**src/rtl/axi_burst_pkg.sv**
```systemverilog
// Shared encodings and constants for the AXI burst memory slave.
package axi_burst_pkg;

    localparam int LEN_WIDTH = 8;

    localparam logic [1:0] RESP_OKAY   = 2'b00;
    localparam logic [1:0] RESP_SLVERR = 2'b10;

    typedef enum logic [1:0] {
        W_IDLE = 2'd0,
        W_DATA = 2'd1,
        W_RESP = 2'd2
    } w_state_t;

    typedef enum logic [1:0] {
        R_IDLE  = 2'd0,
        R_FETCH = 2'd1,
        R_SEND  = 2'd2
    } r_state_t;

endpackage

```
**src/rtl/axi_burst_beat_ctr.sv**
```systemverilog
// Burst beat tracker: loads start address and length, steps a wrapping
// address per beat and flags the final beat of the burst.
module axi_burst_beat_ctr
    import axi_burst_pkg::*;
#(
    parameter int ADDR_WIDTH = 10
) (
    input  logic                  clk,
    input  logic                  rst_n,
    input  logic                  i_load,
    input  logic [ADDR_WIDTH-1:0] i_addr,
    input  logic [LEN_WIDTH-1:0]  i_len,
    input  logic                  i_inc,
    output logic [ADDR_WIDTH-1:0] o_addr,
    output logic [ADDR_WIDTH-1:0] o_addr_next,
    output logic                  o_last
);

    localparam logic [ADDR_WIDTH-1:0] ADDR_ONE = {{(ADDR_WIDTH-1){1'b0}}, 1'b1};
    localparam logic [LEN_WIDTH-1:0]  CNT_ONE  = {{(LEN_WIDTH-1){1'b0}}, 1'b1};

    logic [ADDR_WIDTH-1:0] r_addr;
    logic [LEN_WIDTH-1:0]  r_cnt;
    logic [LEN_WIDTH-1:0]  r_len;

    always_ff @(posedge clk or negedge rst_n) begin
        if (!rst_n) begin
            r_addr <= '0;
            r_cnt  <= '0;
            r_len  <= '0;
        end else if (i_load) begin
            r_addr <= i_addr;
            r_cnt  <= '0;
            r_len  <= i_len;
        end else if (i_inc) begin
            r_addr <= r_addr + ADDR_ONE;
            r_cnt  <= r_cnt + CNT_ONE;
        end
    end

    // Address arithmetic is modulo 2^ADDR_WIDTH, so bursts wrap naturally.
    assign o_addr      = r_addr;
    assign o_addr_next = r_addr + ADDR_ONE;
    assign o_last      = (r_cnt == r_len);

endmodule

```
**src/rtl/axi_burst_mem_slave.sv**
```systemverilog
// AXI-style burst slave in front of a registered-read memory; independent
// write (AW/W/B) and read (AR/R) state machines.
module axi_burst_mem_slave
    import axi_burst_pkg::*;
#(
    parameter int DATA_WIDTH = 8,
    parameter int ADDR_WIDTH = 10
) (
    input  logic                  clk,
    input  logic                  rst_n,
    input  logic [ADDR_WIDTH-1:0] s_awaddr,
    input  logic [LEN_WIDTH-1:0]  s_awlen,
    input  logic                  s_awvalid,
    output logic                  s_awready,
    input  logic [DATA_WIDTH-1:0] s_wdata,
    input  logic                  s_wlast,
    input  logic                  s_wvalid,
    output logic                  s_wready,
    output logic [1:0]            s_bresp,
    output logic                  s_bvalid,
    input  logic                  s_bready,
    input  logic [ADDR_WIDTH-1:0] s_araddr,
    input  logic [LEN_WIDTH-1:0]  s_arlen,
    input  logic                  s_arvalid,
    output logic                  s_arready,
    output logic [DATA_WIDTH-1:0] s_rdata,
    output logic [1:0]            s_rresp,
    output logic                  s_rlast,
    output logic                  s_rvalid,
    input  logic                  s_rready,
    output logic                  mem_write_en,
    output logic [ADDR_WIDTH-1:0] mem_write_address,
    output logic [DATA_WIDTH-1:0] mem_data_in,
    output logic                  mem_read_en,
    output logic [ADDR_WIDTH-1:0] mem_read_address,
    input  logic [DATA_WIDTH-1:0] mem_data_out
);

    w_state_t r_w_state, w_w_state_next;
    r_state_t r_r_state, w_r_state_next;
    logic     r_rst_done;
    logic     r_w_err;

    logic                  w_aw_hs, w_w_hs, w_b_hs, w_ar_hs, w_r_hs;
    logic [ADDR_WIDTH-1:0] w_wr_addr, w_wr_addr_next, w_rd_addr, w_rd_addr_next;
    logic                  w_wr_last, w_rd_last;

    assign w_aw_hs = s_awvalid & s_awready;
    assign w_w_hs  = s_wvalid  & s_wready;
    assign w_b_hs  = s_bvalid  & s_bready;
    assign w_ar_hs = s_arvalid & s_arready;
    assign w_r_hs  = s_rvalid  & s_rready;

    // Holds the address-ready outputs low until the first edge after reset release.
    always_ff @(posedge clk or negedge rst_n) begin
        if (!rst_n) r_rst_done <= 1'b0;
        else        r_rst_done <= 1'b1;
    end

    axi_burst_beat_ctr #(.ADDR_WIDTH(ADDR_WIDTH)) u_wr_ctr (
        .clk(clk), .rst_n(rst_n), .i_load(w_aw_hs), .i_addr(s_awaddr), .i_len(s_awlen),
        .i_inc(w_w_hs), .o_addr(w_wr_addr), .o_addr_next(w_wr_addr_next), .o_last(w_wr_last)
    );

    axi_burst_beat_ctr #(.ADDR_WIDTH(ADDR_WIDTH)) u_rd_ctr (
        .clk(clk), .rst_n(rst_n), .i_load(w_ar_hs), .i_addr(s_araddr), .i_len(s_arlen),
        .i_inc(w_r_hs), .o_addr(w_rd_addr), .o_addr_next(w_rd_addr_next), .o_last(w_rd_last)
    );

    // Sticky protocol error: wlast disagreeing with the awlen-derived final beat.
    always_ff @(posedge clk or negedge rst_n) begin
        if (!rst_n)                              r_w_err <= 1'b0;
        else if (w_aw_hs)                        r_w_err <= 1'b0;
        else if (w_w_hs && (s_wlast != w_wr_last)) r_w_err <= 1'b1;
    end

    always_ff @(posedge clk or negedge rst_n) begin
        if (!rst_n) r_w_state <= W_IDLE;
        else        r_w_state <= w_w_state_next;
    end

    always_comb begin
        w_w_state_next = r_w_state;
        case (r_w_state)
            W_IDLE:  if (w_aw_hs)              w_w_state_next = W_DATA;
            W_DATA:  if (w_w_hs && w_wr_last)  w_w_state_next = W_RESP;
            W_RESP:  if (w_b_hs)               w_w_state_next = W_IDLE;
            default:                           w_w_state_next = W_IDLE;
        endcase
    end

    always_comb begin
        s_awready         = r_rst_done && (r_w_state == W_IDLE);
        s_wready          = (r_w_state == W_DATA);
        s_bvalid          = (r_w_state == W_RESP);
        s_bresp           = (s_bvalid && r_w_err) ? RESP_SLVERR : RESP_OKAY;
        mem_write_en      = w_w_hs;
        mem_write_address = w_w_hs ? w_wr_addr : '0;
        mem_data_in       = w_w_hs ? s_wdata : '0;
    end

    always_ff @(posedge clk or negedge rst_n) begin
        if (!rst_n) r_r_state <= R_IDLE;
        else        r_r_state <= w_r_state_next;
    end

    always_comb begin
        w_r_state_next = r_r_state;
        case (r_r_state)
            R_IDLE:  if (w_ar_hs)              w_r_state_next = R_FETCH;
            R_FETCH:                           w_r_state_next = R_SEND;
            R_SEND:  if (w_r_hs && w_rd_last)  w_r_state_next = R_IDLE;
            default:                           w_r_state_next = R_IDLE;
        endcase
    end

    // Prefetching the next beat on each accepted beat sustains one beat per cycle;
    // during a stall the memory output is left untouched and so holds s_rdata.
    always_comb begin
        s_arready        = r_rst_done && (r_r_state == R_IDLE);
        s_rvalid         = (r_r_state == R_SEND);
        s_rlast          = s_rvalid && w_rd_last;
        s_rdata          = s_rvalid ? mem_data_out : '0;
        s_rresp          = RESP_OKAY;
        mem_read_en      = 1'b0;
        mem_read_address = '0;
        if (r_r_state == R_FETCH) begin
            mem_read_en      = 1'b1;
            mem_read_address = w_rd_addr;
        end else if (w_r_hs && !w_rd_last) begin
            mem_read_en      = 1'b1;
            mem_read_address = w_rd_addr_next;
        end
    end

endmodule
```
**config.mk**
```make
export PLATFORM = sky130hd
export DESIGN_NAME = axi_burst_mem_slave
export DESIGN_NICKNAME = d
export VERILOG_FILES = /design/src/rtl/axi_burst_pkg.sv /design/src/rtl/axi_burst_beat_ctr.sv /design/src/rtl/axi_burst_mem_slave.sv
export SDC_FILE = /design/constraint.sdc
export NUM_CORES = 1
export LEC_CHECK = 0
export ABC_AREA = 1
export BUFFER_PORTS_ARGS = -buffer_cell sky130_fd_sc_hd__buf_2
export CAP_MARGIN = 20
export CORE_UTILIZATION = 29
export CTS_CLUSTER_DIAMETER = 100
export CTS_CLUSTER_SIZE = 25
export DETAILED_ROUTE_END_ITERATION = 7
export PLACE_DENSITY_LB_ADDON = 0.2
export SLEW_MARGIN = 20
export SYNTH_ARGS = -nofsm -noshare
export SYNTH_HDL_FRONTEND = slang
export SYNTH_SLANG_ARGS = --single-unit
export TNS_END_PERCENT = 20
```
**constraint.sdc**
```tcl
create_clock -name clk -period 1.55 [get_ports clk]
set_input_delay 0.155 -clock clk [delete_from_list [all_inputs] [get_ports clk]]
set_output_delay 0.155 -clock clk [all_outputs]
set_load 0.03 [all_outputs]
```
==> flow_metrics.env, run 1 <==
export IMPL_initial_utilization_pct=29.7
export IMPL_finalSetupViolCount=30
export IMPL_synth_top_area_cell="dfrtp_1"
export IMPL_drtIter0Drc=148
export IMPL_dpl_worst_slack_ns=-0.0631
export IMPL_antenna_found_initial=0
export IMPL_cp_arrival_ns=1.67
export IMPL_path_clk_slew_ns=0.05
export IMPL_totalPowerFinal_mw=8.93
export IMPL_critPathMaxStageDelay_ns=0.41
export IMPL_grt_pass1_wl_microns=14400
export IMPL_antenna_cells=0
export IMPL_startpoint_type="register"
export IMPL_dp_cells=727
export IMPL_cts_buffer_depth=2
export IMPL_comb_power_share_pct=48.1
export IMPL_path_delay_family="simple AND/OR/NAND/NOR gates"
export IMPL_core_sq_mm=0.0114
export IMPL_finalNonFillerCells=744
export IMPL_min_period_over_period_pct=118
export IMPL_crit_type="register to output pin"
export IMPL_clock_sinks=58
export IMPL_status="finished with violations"
export IMPL_failed_checks="negative setup slack"
export IMPL_seqPwrFrac_pct=29.3
export IMPL_io_pins=108
export IMPL_place_hpwl_microns=6390
export IMPL_ys_ff_latch=58
export IMPL_min_period_ns=1.83
export IMPL_yosys_most_used_dff="dfrtp_1"
export IMPL_h_tree_depth=3
export IMPL_fin_nets=661
export IMPL_crit_chain="xor2_1 -> nor3_2 -> nand2_2 -> nand2_4 -> buf_12 -> o21ai_4 -> buf_6"
export IMPL_place_congestion=0.795
export IMPL_fmax_mhz=547
export IMPL_crit_slowest_cell="dfrtp_1"
export IMPL_crit_buf_inv=2
export IMPL_fin_skew_ns=0.00365
export IMPL_grt_overflow=0
export IMPL_ys_warn_count=0
export IMPL_netSwitchingFraction_pct=41.1
export IMPL_antenna_left=0
export IMPL_synth_seq_area_share_pct=42.8
export IMPL_power_internal_mw=5.26
export IMPL_row_count=39
export IMPL_syn_avg_cell_area_sq_um=7.32
export IMPL_synth_cells=463
export IMPL_slew_violations=0
export IMPL_grt_pass1_vias=3203
export IMPL_synth_area_leaders="dfrtp_1, nand2_1, inv_1"
export IMPL_p_clk_share_pct=22.6
export IMPL_rsz0062_at_grt="yes"
export IMPL_syn_area_sq_mm=0.00339
export IMPL_drc=0
export IMPL_power_switching_mw=3.67
export IMPL_grt_max_degree=59
export IMPL_area_growth_pct=49.0
export IMPL_yosysMostFrequentCell="nand2_1"
export IMPL_endpoint_kind="output pin"
export IMPL_finalHoldWorstSlack_ns=0.0255
export IMPL_synth_edf_count=0
export IMPL_post_dp_cell_area_sq_mm=0.00446
export IMPL_cts_buffers=9
export IMPL_vias_per_cell=4.46
export IMPL_cp_max_fo=6
export IMPL_setup_slack_ns=-0.279
export IMPL_drive_gt1_share_pct=34.4
export IMPL_die_h_microns=110
export IMPL_tritoncts="built"
export IMPL_drv_cap=0
export IMPL_ir_worst_vdd_uv=826
export IMPL_hp_class="input pin to register"
export IMPL_finalHoldViolCount=0
export IMPL_portBuffers=104
export IMPL_drt_pass1_iter_count=4
export IMPL_synth_cell_type_count=33
export IMPL_cts_root_buffer="clkbuf_16"
export IMPL_wl_microns=8860
export IMPL_p_leak_nw=2.56
export IMPL_die_w_microns=110
export IMPL_final_cell_area_sq_mm=0.00505
export IMPL_async_flop_share_pct=100
export IMPL_power_density_mw_per_mm2=1770
export IMPL_num_vias=3319
export IMPL_grt_usage_pct=15.4
export IMPL_clk_latency_ns=0.32
export IMPL_synth_common_cells="nand2_1, inv_1, dfrtp_1"
export IMPL_routedWlPerCell_microns=11.9
export IMPL_cp_required_ns=1.39
export IMPL_dieArea_sq_mm=0.0121
export IMPL_synth_top_area_share_pct=42.8
## repair_timing
item / 4_1_cts / 5_1_grt
endpoints found under the hold margin: 58 / 0
buffers inserted: 1 / 0
setup endpoints to repair: 40 / 49
gates resized for setup: 67 / 19
hold buffers: 1 / 0
pin swaps: 6 / 7
## cell families after synthesis
kind of cell	Yosys count	share of synthesized area (%)
AO/OA/AOI/OAI	58	9.82
XOR/XNOR	23	5.95
adder cells (fa/ha/maj)	4	1.48
buffers and inverters	83	10.2
flip-flops	58	42.8
other	2	0.222
AND/OR/NAND/NOR	235	29.5
## power by group through the flow
stage	Combinational (mW)	Sequential [mW]	Clock, mW
after CTS	4.27	2.61	2.07
after floorplan	2.79	2.57	0
after global routing	4.80	2.71	2.13
final	4.30	2.62	2.01
after detailed placement	3.91	2.63	0
after global placement	3.86	2.61	0
## metrics by stage
| step | utilization (%) | setup TNS (ns) |
|---|---|---|
| floorplan | - | -1.58 |
| global placement | 39.1 | -0.151 |
| detailed placement | 39.1 | -0.277 |
| CTS | 43.7 | -4.96 |
| global route | 44.2 | -6.79 |
| finish | 44.2 | -4.30 |
## layer usage
metal	GRT usage, %	up-vias	wire length (microns)
li1	-	1705	-
met1	19.0	1536	3890
met2	26.5	68	4470
met3	2.23	10	332
met4	7.33	0	170
met5	0	-	0
## final timing paths
path | slack (ns) | cells past startpoint | end | from
hold / removal | 0.03 | 3 | u_rd_ctr.r_len[3] | s_arlen[3]
hold reg to reg | 0.50 | 2 | u_rd_ctr.r_len[7] | u_rd_ctr.r_len[7]
setup / recovery | -0.28 | 7 | mem_read_address[3] | u_rd_ctr.r_cnt[4]
max in group asynchronous | 0.90 | 3 | r_w_state[1] | rst_n
min in group asynchronous | 0.36 | 3 | r_w_err | rst_n
setup reg to reg | 0.07 | 7 | u_wr_ctr.r_cnt[6] | r_w_state[1]
## state kept, by name, indices dropped and copies added (netlist names)
register,count
u_rd_ctr.o_addr,10
u_wr_ctr.o_addr,10
u_rd_ctr.r_cnt,8
u_rd_ctr.r_len,8
u_wr_ctr.r_cnt,8
u_wr_ctr.r_len,8
r_r_state,2
r_w_state,2
r_rst_done,1
r_w_err,1
## cells in the final DEF, fill, tap and decap left out, drive strengths merged, types with 10 or more instances in the layout
cell,count
nand3,21
nor3,13
inv,66
buf,134
nor2,60
clkbuf,14
nand2,138
xnor2,10
xor2,13
o21ai,28
a21oi,14
dfrtp,58
## area by class of cell
cell class	count	area [sq um]
Fill cell	1159	6370
Clock inverter	2	35.0
Timing Repair Buffer	136	1010
Clock buffer	13	270
Multi-Input combinational cell	324	1840
Inverter	68	262
Tap cell	143	179
Sequential cell	58	1450
## worst min-delay path: stages
cell     delay (ns)
buf_2          0.08
nand2_1        0.04
nand2_1        0.04
(Power assumes the default switching activity.)
==> run 2: changes to the inputs <==
--- a/config.mk
+++ b/config.mk
@@ -6,12 +6,12 @@
 export NUM_CORES = 1
 export LEC_CHECK = 0
 export ABC_AREA = 1
-export BUFFER_PORTS_ARGS = -buffer_cell sky130_fd_sc_hd__buf_2
 export CAP_MARGIN = 20
 export CORE_UTILIZATION = 29
 export CTS_CLUSTER_DIAMETER = 100
 export CTS_CLUSTER_SIZE = 25
 export DETAILED_ROUTE_END_ITERATION = 7
+export DONT_BUFFER_PORTS = 1
 export PLACE_DENSITY_LB_ADDON = 0.2
 export SLEW_MARGIN = 20
 export SYNTH_ARGS = -nofsm -noshare
==> flow_metrics.env, run 2 (synthesis results as in run 1) <==
export IMPL_r2r_end="u_rd_ctr.r_cnt[6]"
export IMPL_cts_root_buffer="clkbuf_16"
export IMPL_hold_depth=2
export IMPL_grt_max_degree=59
export IMPL_p_leak_nw=2.42
export IMPL_fin_skew_ns=0.00432
export IMPL_failed_checks="negative setup slack"
export IMPL_startpoint_type="register"
export IMPL_path_clk_slew_ns=0.05
export IMPL_finalNonFillerCells=708
export IMPL_fin_nets=627
export IMPL_die_w_microns=110
export IMPL_place_hpwl_microns=6440
export IMPL_cp_required_ns=1.39
export IMPL_min_period_ns=1.77
export IMPL_fmax_mhz=564
export IMPL_place_congestion=0.791
export IMPL_grt_overflow=0
export IMPL_setup_slack_ns=-0.224
export IMPL_finalHoldViolCount=0
export IMPL_portBuffers=0
export IMPL_endpoint_kind="output pin"
export IMPL_drv_cap=0
export IMPL_drc=0
export IMPL_dpl_worst_slack_ns=-0.0119
export IMPL_core_sq_mm=0.0114
export IMPL_die_h_microns=110
export IMPL_num_fill_cells=1190
export IMPL_drtIter0Drc=125
export IMPL_cts_buffer_depth=2
export IMPL_antenna_found_initial=0
export IMPL_clk_latency_ns=0.32
export IMPL_crit_type="register to output pin"
export IMPL_h_tree_depth=3
export IMPL_rr_worst_depth=9
export IMPL_post_dp_cell_area_sq_mm=0.00421
export IMPL_row_count=39
export IMPL_io_pins=108
export IMPL_grt_pass1_vias=3017
export IMPL_mostFrequentLayoutCell="nand2_1"
export IMPL_grt_pass1_wl_microns=14000
export IMPL_hold_path_end="u_rd_ctr.o_addr[1]"
export IMPL_tritoncts="built"
export IMPL_timing_rr_start="r_r_state[1]"
export IMPL_mostFrequentLayoutCells="nand2_1, inv_1, dfrtp_1, buf_4, nor2_1"
export IMPL_clock_sinks=58
export IMPL_routedWlPerCell_microns=12.3
export IMPL_power_density_mw_per_mm2=1720
export IMPL_drive_gt1_share_pct=25.7
export IMPL_cp_arrival_ns=1.62
export IMPL_hp_class="input pin to register"
export IMPL_drt_pass1_iter_count=4
export IMPL_area_growth_pct=48.6
export IMPL_dp_cells=657
export IMPL_final_cell_area_sq_mm=0.00503
export IMPL_hp_start="s_araddr[1]"
export IMPL_tns_ns=-3.35
export IMPL_num_vias=3182
export IMPL_cts_buffers=9
export IMPL_antenna_left=0
export IMPL_rsz0062_at_grt="yes"
export IMPL_wl_microns=8730
export IMPL_ir_worst_vdd_uv=664
export IMPL_cp_max_fo=4
export IMPL_finalSetupViolCount=26
export IMPL_antenna_cells=0
export IMPL_vias_per_cell=4.49
export IMPL_dieArea_sq_mm=0.0121
export IMPL_initial_utilization_pct=29.7
export IMPL_grt_usage_pct=15.0
export IMPL_finalHoldWorstSlack_ns=0.0271
export IMPL_status="finished with violations"
export IMPL_r2r_slack_ns=0.12
export IMPL_slew_violations=0
export IMPL_min_period_over_period_pct=114
-- run 2: cell types whose count changed in the layout (fill, tap and decap cells not counted), sizes merged --
cell | before | now
clkbuf | 14 | 13
dlygate4sd3 | 1 | 33
buf | 134 | 69
clkinv | 3 | 2
bufinv | 1 | 0
-- run 2: repair_timing --
action,4_1_cts,5_1_grt
buffers inserted,3,1
gates resized for setup,32,23
endpoints found under the hold margin,90,0
setup endpoints to repair,39,52
hold buffers,34,0
pin swaps,8,7
-- run 2: critical path, cell delays in order, from the launching register on --
cell and delay, ns:
dfrtp_1 0.40, xnor2_1 0.17, nand2_1 0.08, nor3_2 0.15, nand2_2 0.11, nand2_4 0.10, inv_2 0.05, nand2_2 0.05
nand2_2 0.06, buf_12 0.13
-- run 2: routing by layer --
metal,up-vias,wire (microns),track usage [%],part of all wire (%)
li1,1645,-,-,-
met1,1472,4170,19.6,48
met2,58,4170,24.5,48
met3,7,304,3.35,3.5
met4,0,87,5.17,1.0
met5,-,0,0,0
-- run 2: power breakdown --
part / switching [mW] / total, mW / leakage (nW) / internal [mW]
clock: 0.613 / 1.75 / 0.128 / 1.14
sequential: 0.513 / 2.62 / 0.720 / 2.11
combinational: 2.53 / 4.30 / 1.57 / 1.78
total: 3.65 / 8.68 / 2.42 / 5.03
-- run 2: through the flow --
step           utilization (%)  power, mW
2_1_floorplan                -       5.36
3_5_place_dp              36.9       6.57
4_1_cts                   43.4       8.68
5_1_grt                   44.1       9.36
6_report                  44.1       8.68
3_3_place_gp              36.9       6.51
-- run 2: worst max path at each step --
stage | slack [ns] | cells past startpoint | from | to
after floorplan | -0.13 | 5 | r_w_state[1] | u_wr_ctr.o_addr[5]
after global placement | 0.04 | 9 | u_rd_ctr.r_cnt[5] | mem_read_address[2]
after detailed placement | -0.01 | 9 | u_rd_ctr.r_cnt[5] | mem_read_address[2]
after CTS | -0.26 | 9 | u_rd_ctr.r_cnt[5] | mem_read_address[2]
after global routing | -0.34 | 9 | u_rd_ctr.r_cnt[5] | mem_read_address[2]
final | -0.22 | 9 | u_rd_ctr.r_cnt[5] | mem_read_address[2]
-- run 2: layout make-up --
| cell class | count | area (sq um) | area share, % |
|---|---|---|---|
| clock buffer | 13 | 260 | 5.17 |
| inverter | 68 | 265 | 5.27 |
| multi-input combinational | 324 | 1870 | 37.1 |
| sequential | 58 | 1450 | 28.9 |
| tap | 143 | 179 | 3.55 |
| timing repair buffer | 102 | 1010 | 20.1 |
==> run 3: changes to the inputs <==
--- a/config.mk
+++ b/config.mk
@@ -5,13 +5,13 @@
 export SDC_FILE = /design/constraint.sdc
 export NUM_CORES = 1
 export LEC_CHECK = 0
-export ABC_AREA = 1
 export CAP_MARGIN = 20
 export CORE_UTILIZATION = 29
 export CTS_CLUSTER_DIAMETER = 100
 export CTS_CLUSTER_SIZE = 25
 export DETAILED_ROUTE_END_ITERATION = 7
 export DONT_BUFFER_PORTS = 1
+export HOLD_SLACK_MARGIN = 0.1
 export PLACE_DENSITY_LB_ADDON = 0.2
 export SLEW_MARGIN = 20
 export SYNTH_ARGS = -nofsm -noshare
==> flow_metrics.env, run 3 <==
export IMPL_fmax_mhz=513
export IMPL_routedWlPerCell_microns=15.9
export IMPL_h_tree_depth=3
export IMPL_initial_utilization_pct=29.8
export IMPL_place_hpwl_microns=7250
export IMPL_synth_xor_area_share_pct=8.46
export IMPL_hp_start="s_awvalid"
export IMPL_die_h_microns=111
export IMPL_utilization_pct=50.2
export IMPL_io_pins=108
export IMPL_synth_compound_area_share_pct=11.5
export IMPL_failed_checks="negative setup slack"
export IMPL_grt_pass1_wl_microns=17600
export IMPL_syn_area_sq_mm=0.00341
export IMPL_synth_fa_ha_area_share_pct=1.47
export IMPL_min_period_over_period_pct=126
export IMPL_ys_warn_count=0
export IMPL_tritoncts="built"
export IMPL_finalSetupViolCount=52
export IMPL_fin_skew_ns=0.00472
export IMPL_synth_cells=382
export IMPL_totalPowerFinal_mw=9.86
export IMPL_portBuffers=0
export IMPL_die_w_microns=111
export IMPL_dieArea_sq_mm=0.0122
export IMPL_setup_slack_ns=-0.400
export IMPL_grt_overflow=0
export IMPL_slew_violations=0
export IMPL_crit_chain="ha_2 -> nand2_2 -> o311a_1 -> o22ai_4 -> nand2_2 -> buf_12"
export IMPL_synthSimpleGateAreaFrac_pct=29.4
export IMPL_power_density_mw_per_mm2=1710
export IMPL_timing_rr_start="r_r_state[0]"
export IMPL_cp_arrival_ns=1.80
export IMPL_endpoint_kind="output pin"
export IMPL_synth_top_area_cell="dfrtp_1"
export IMPL_synth_seq_area_share_pct=42.5
export IMPL_grt_pass1_vias=3543
export IMPL_wl_microns=10700
export IMPL_num_fill_cells=1004
export IMPL_antenna_found_initial=0
export IMPL_synth_top_area_share_pct=42.5
export IMPL_drv_cap=0
export IMPL_synth_area_mux_share_pct=2.64
export IMPL_drc=0
export IMPL_async_flop_share_pct=100
export IMPL_yosysMostFrequentCell="nand2_1"
export IMPL_fin_nets=592
export IMPL_path_clk_slew_ns=0.06
export IMPL_min_period_ns=1.95
export IMPL_ir_worst_vdd_uv=1050
export IMPL_cpMostUsedCell="nand2_2"
export IMPL_status="finished with violations"
export IMPL_hp_class="input pin to register"
export IMPL_mostFrequentLayoutCell="nand2_1"
export IMPL_startpoint="u_rd_ctr.o_addr[1]"
export IMPL_clock_sinks=58
export IMPL_synth_cell_type_count=51
export IMPL_cts_root_buffer="clkbuf_16"
export IMPL_finalHoldViolCount=0
export IMPL_cts_buffers=9
export IMPL_mostFrequentLayoutCells="nand2_1, buf_4, dfrtp_1, dlygate4sd3_1, buf_6"
export IMPL_synth_top_family_by_area="simple AND/OR/NAND/NOR gates"
export IMPL_crit_slowest_cell="dfrtp_1"
export IMPL_row_count=39
export IMPL_grt_max_degree=59
export IMPL_vias_per_cell=4.94
export IMPL_cts_buffer_depth=2
export IMPL_synth_area_leaders="dfrtp_1, nand2_1, and2_1"
export IMPL_antenna_cells=0
export IMPL_cp_required_ns=1.39
export IMPL_synth_common_cells="nand2_1, dfrtp_1, and2_1"
export IMPL_antenna_left=0
export IMPL_cp_max_fo=4
export IMPL_ys_ff_latch=58
export IMPL_num_vias=3340
export IMPL_yosys_most_used_dff="dfrtp_1"
export IMPL_crit_type="register to output pin"
export IMPL_core_sq_mm=0.0115
export IMPL_area_growth_pct=68.5
export IMPL_critPathMaxStageDelay_ns=0.41
export IMPL_finalHoldWorstSlack_ns=0.154
export IMPL_startpoint_type="register"
export IMPL_grt_usage_pct=18.1
export IMPL_synth_edf_count=0
export IMPL_drive_gt1_share_pct=38.5
export IMPL_syn_avg_cell_area_sq_um=8.94
export IMPL_drtIter0Drc=141
export IMPL_place_congestion=0.837
export IMPL_clk_latency_ns=0.33
export IMPL_drt_pass1_iter_count=4
export IMPL_rsz0062_at_grt="yes"
export IMPL_p_leak_nw=2.60
run 3: path summary, 6_finish.rpt:
path / endpoint / depth (start not counted) / slack, ns
max in group asynchronous: r_r_state[1] / 2 / 0.90
min reg2reg: u_wr_ctr.r_len[5] / 2 / 0.50
min in group asynchronous: u_wr_ctr.o_addr[5] / 2 / 0.34
min: u_wr_ctr.o_addr[9] / 3 / 0.15
max reg2reg: u_rd_ctr.o_addr[8] / 7 / -0.19
max: mem_read_address[8] / 6 / -0.40
run 3: area by class of cell:
cell class / instances / area (sq um) / area share, %
multi-input cells: 299 / 2120 / 36.8
repair buffers: 156 / 1640 / 28.5
clock inverters: 7 / 116 / 2.02
flip-flops and latches: 58 / 1450 / 25.3
inverters: 4 / 22.5 / 0.392
well taps: 143 / 179 / 3.11
clock buffers: 9 / 225 / 3.92
run 3: where the power goes:
group | switching, mW | internal [mW] | leakage [nW] | total (mW)
logic | 2.50 | 2.51 | 1.70 | 5.01
registers | 0.489 | 2.04 | 0.734 | 2.53
clock network | 0.749 | 1.57 | 0.166 | 2.32
run 3: critical path, delay by kind of cell (launching register included):
family                   cells  cell delay, ns
adder cells (fa/ha/maj)      1            0.21
flip-flops                   1            0.41
buffers and inverters        1            0.14
AND/OR/NAND/NOR              2            0.21
AO/OA/AOI/OAI                2            0.49
run 3: metal layers:
metal | routed length (microns) | global-route usage, %
met1 | 4410 | 20.8
met2 | 5420 | 32.2
met3 | 731 | 5.10
met4 | 159 | 5.69
met5 | 0 | 0
run 3: cell families (layout without fill, tap and decap cells):
| family | Yosys count | after routing |
|---|---|---|
| XOR/XNOR | 33 | 33 |
| AND/OR/NAND/NOR | 192 | 192 |
| adder cells (fa/ha/maj) | 4 | 4 |
| other | 2 | 4 |
| flip-flops | 58 | 58 |
| buffers and inverters | 27 | 176 |
| multiplexers | 8 | 8 |
| AO/OA/AOI/OAI | 58 | 58 |
run 3: what timing repair did:
| item | CTS | global route |
|---|---|---|
| hold buffers | 42 | 0 |
| cloned | 1 | 0 |
| gates resized for setup | 75 | 38 |
| setup endpoints to repair | 56 | 65 |
| pin swaps | 16 | 26 |
| buffers inserted | 7 | 7 |
| hold endpoints to repair | 98 | 0 |
run 3: stage by stage:
step / TNS (ns) / cell area [sq um] / setup WS (ns) / std cells
2_1_floorplan: -1.41 / 3430 / -0.156 / 384
3_3_place_gp: -0.435 / 4420 / -0.0589 / 603
3_5_place_dp: -0.751 / 4420 / -0.0685 / 603
4_1_cts: -6.28 / 5560 / -0.393 / 669
5_1_grt: -12.04 / 5750 / -0.507 / 676
6_report: -7.29 / 5750 / -0.400 / 676
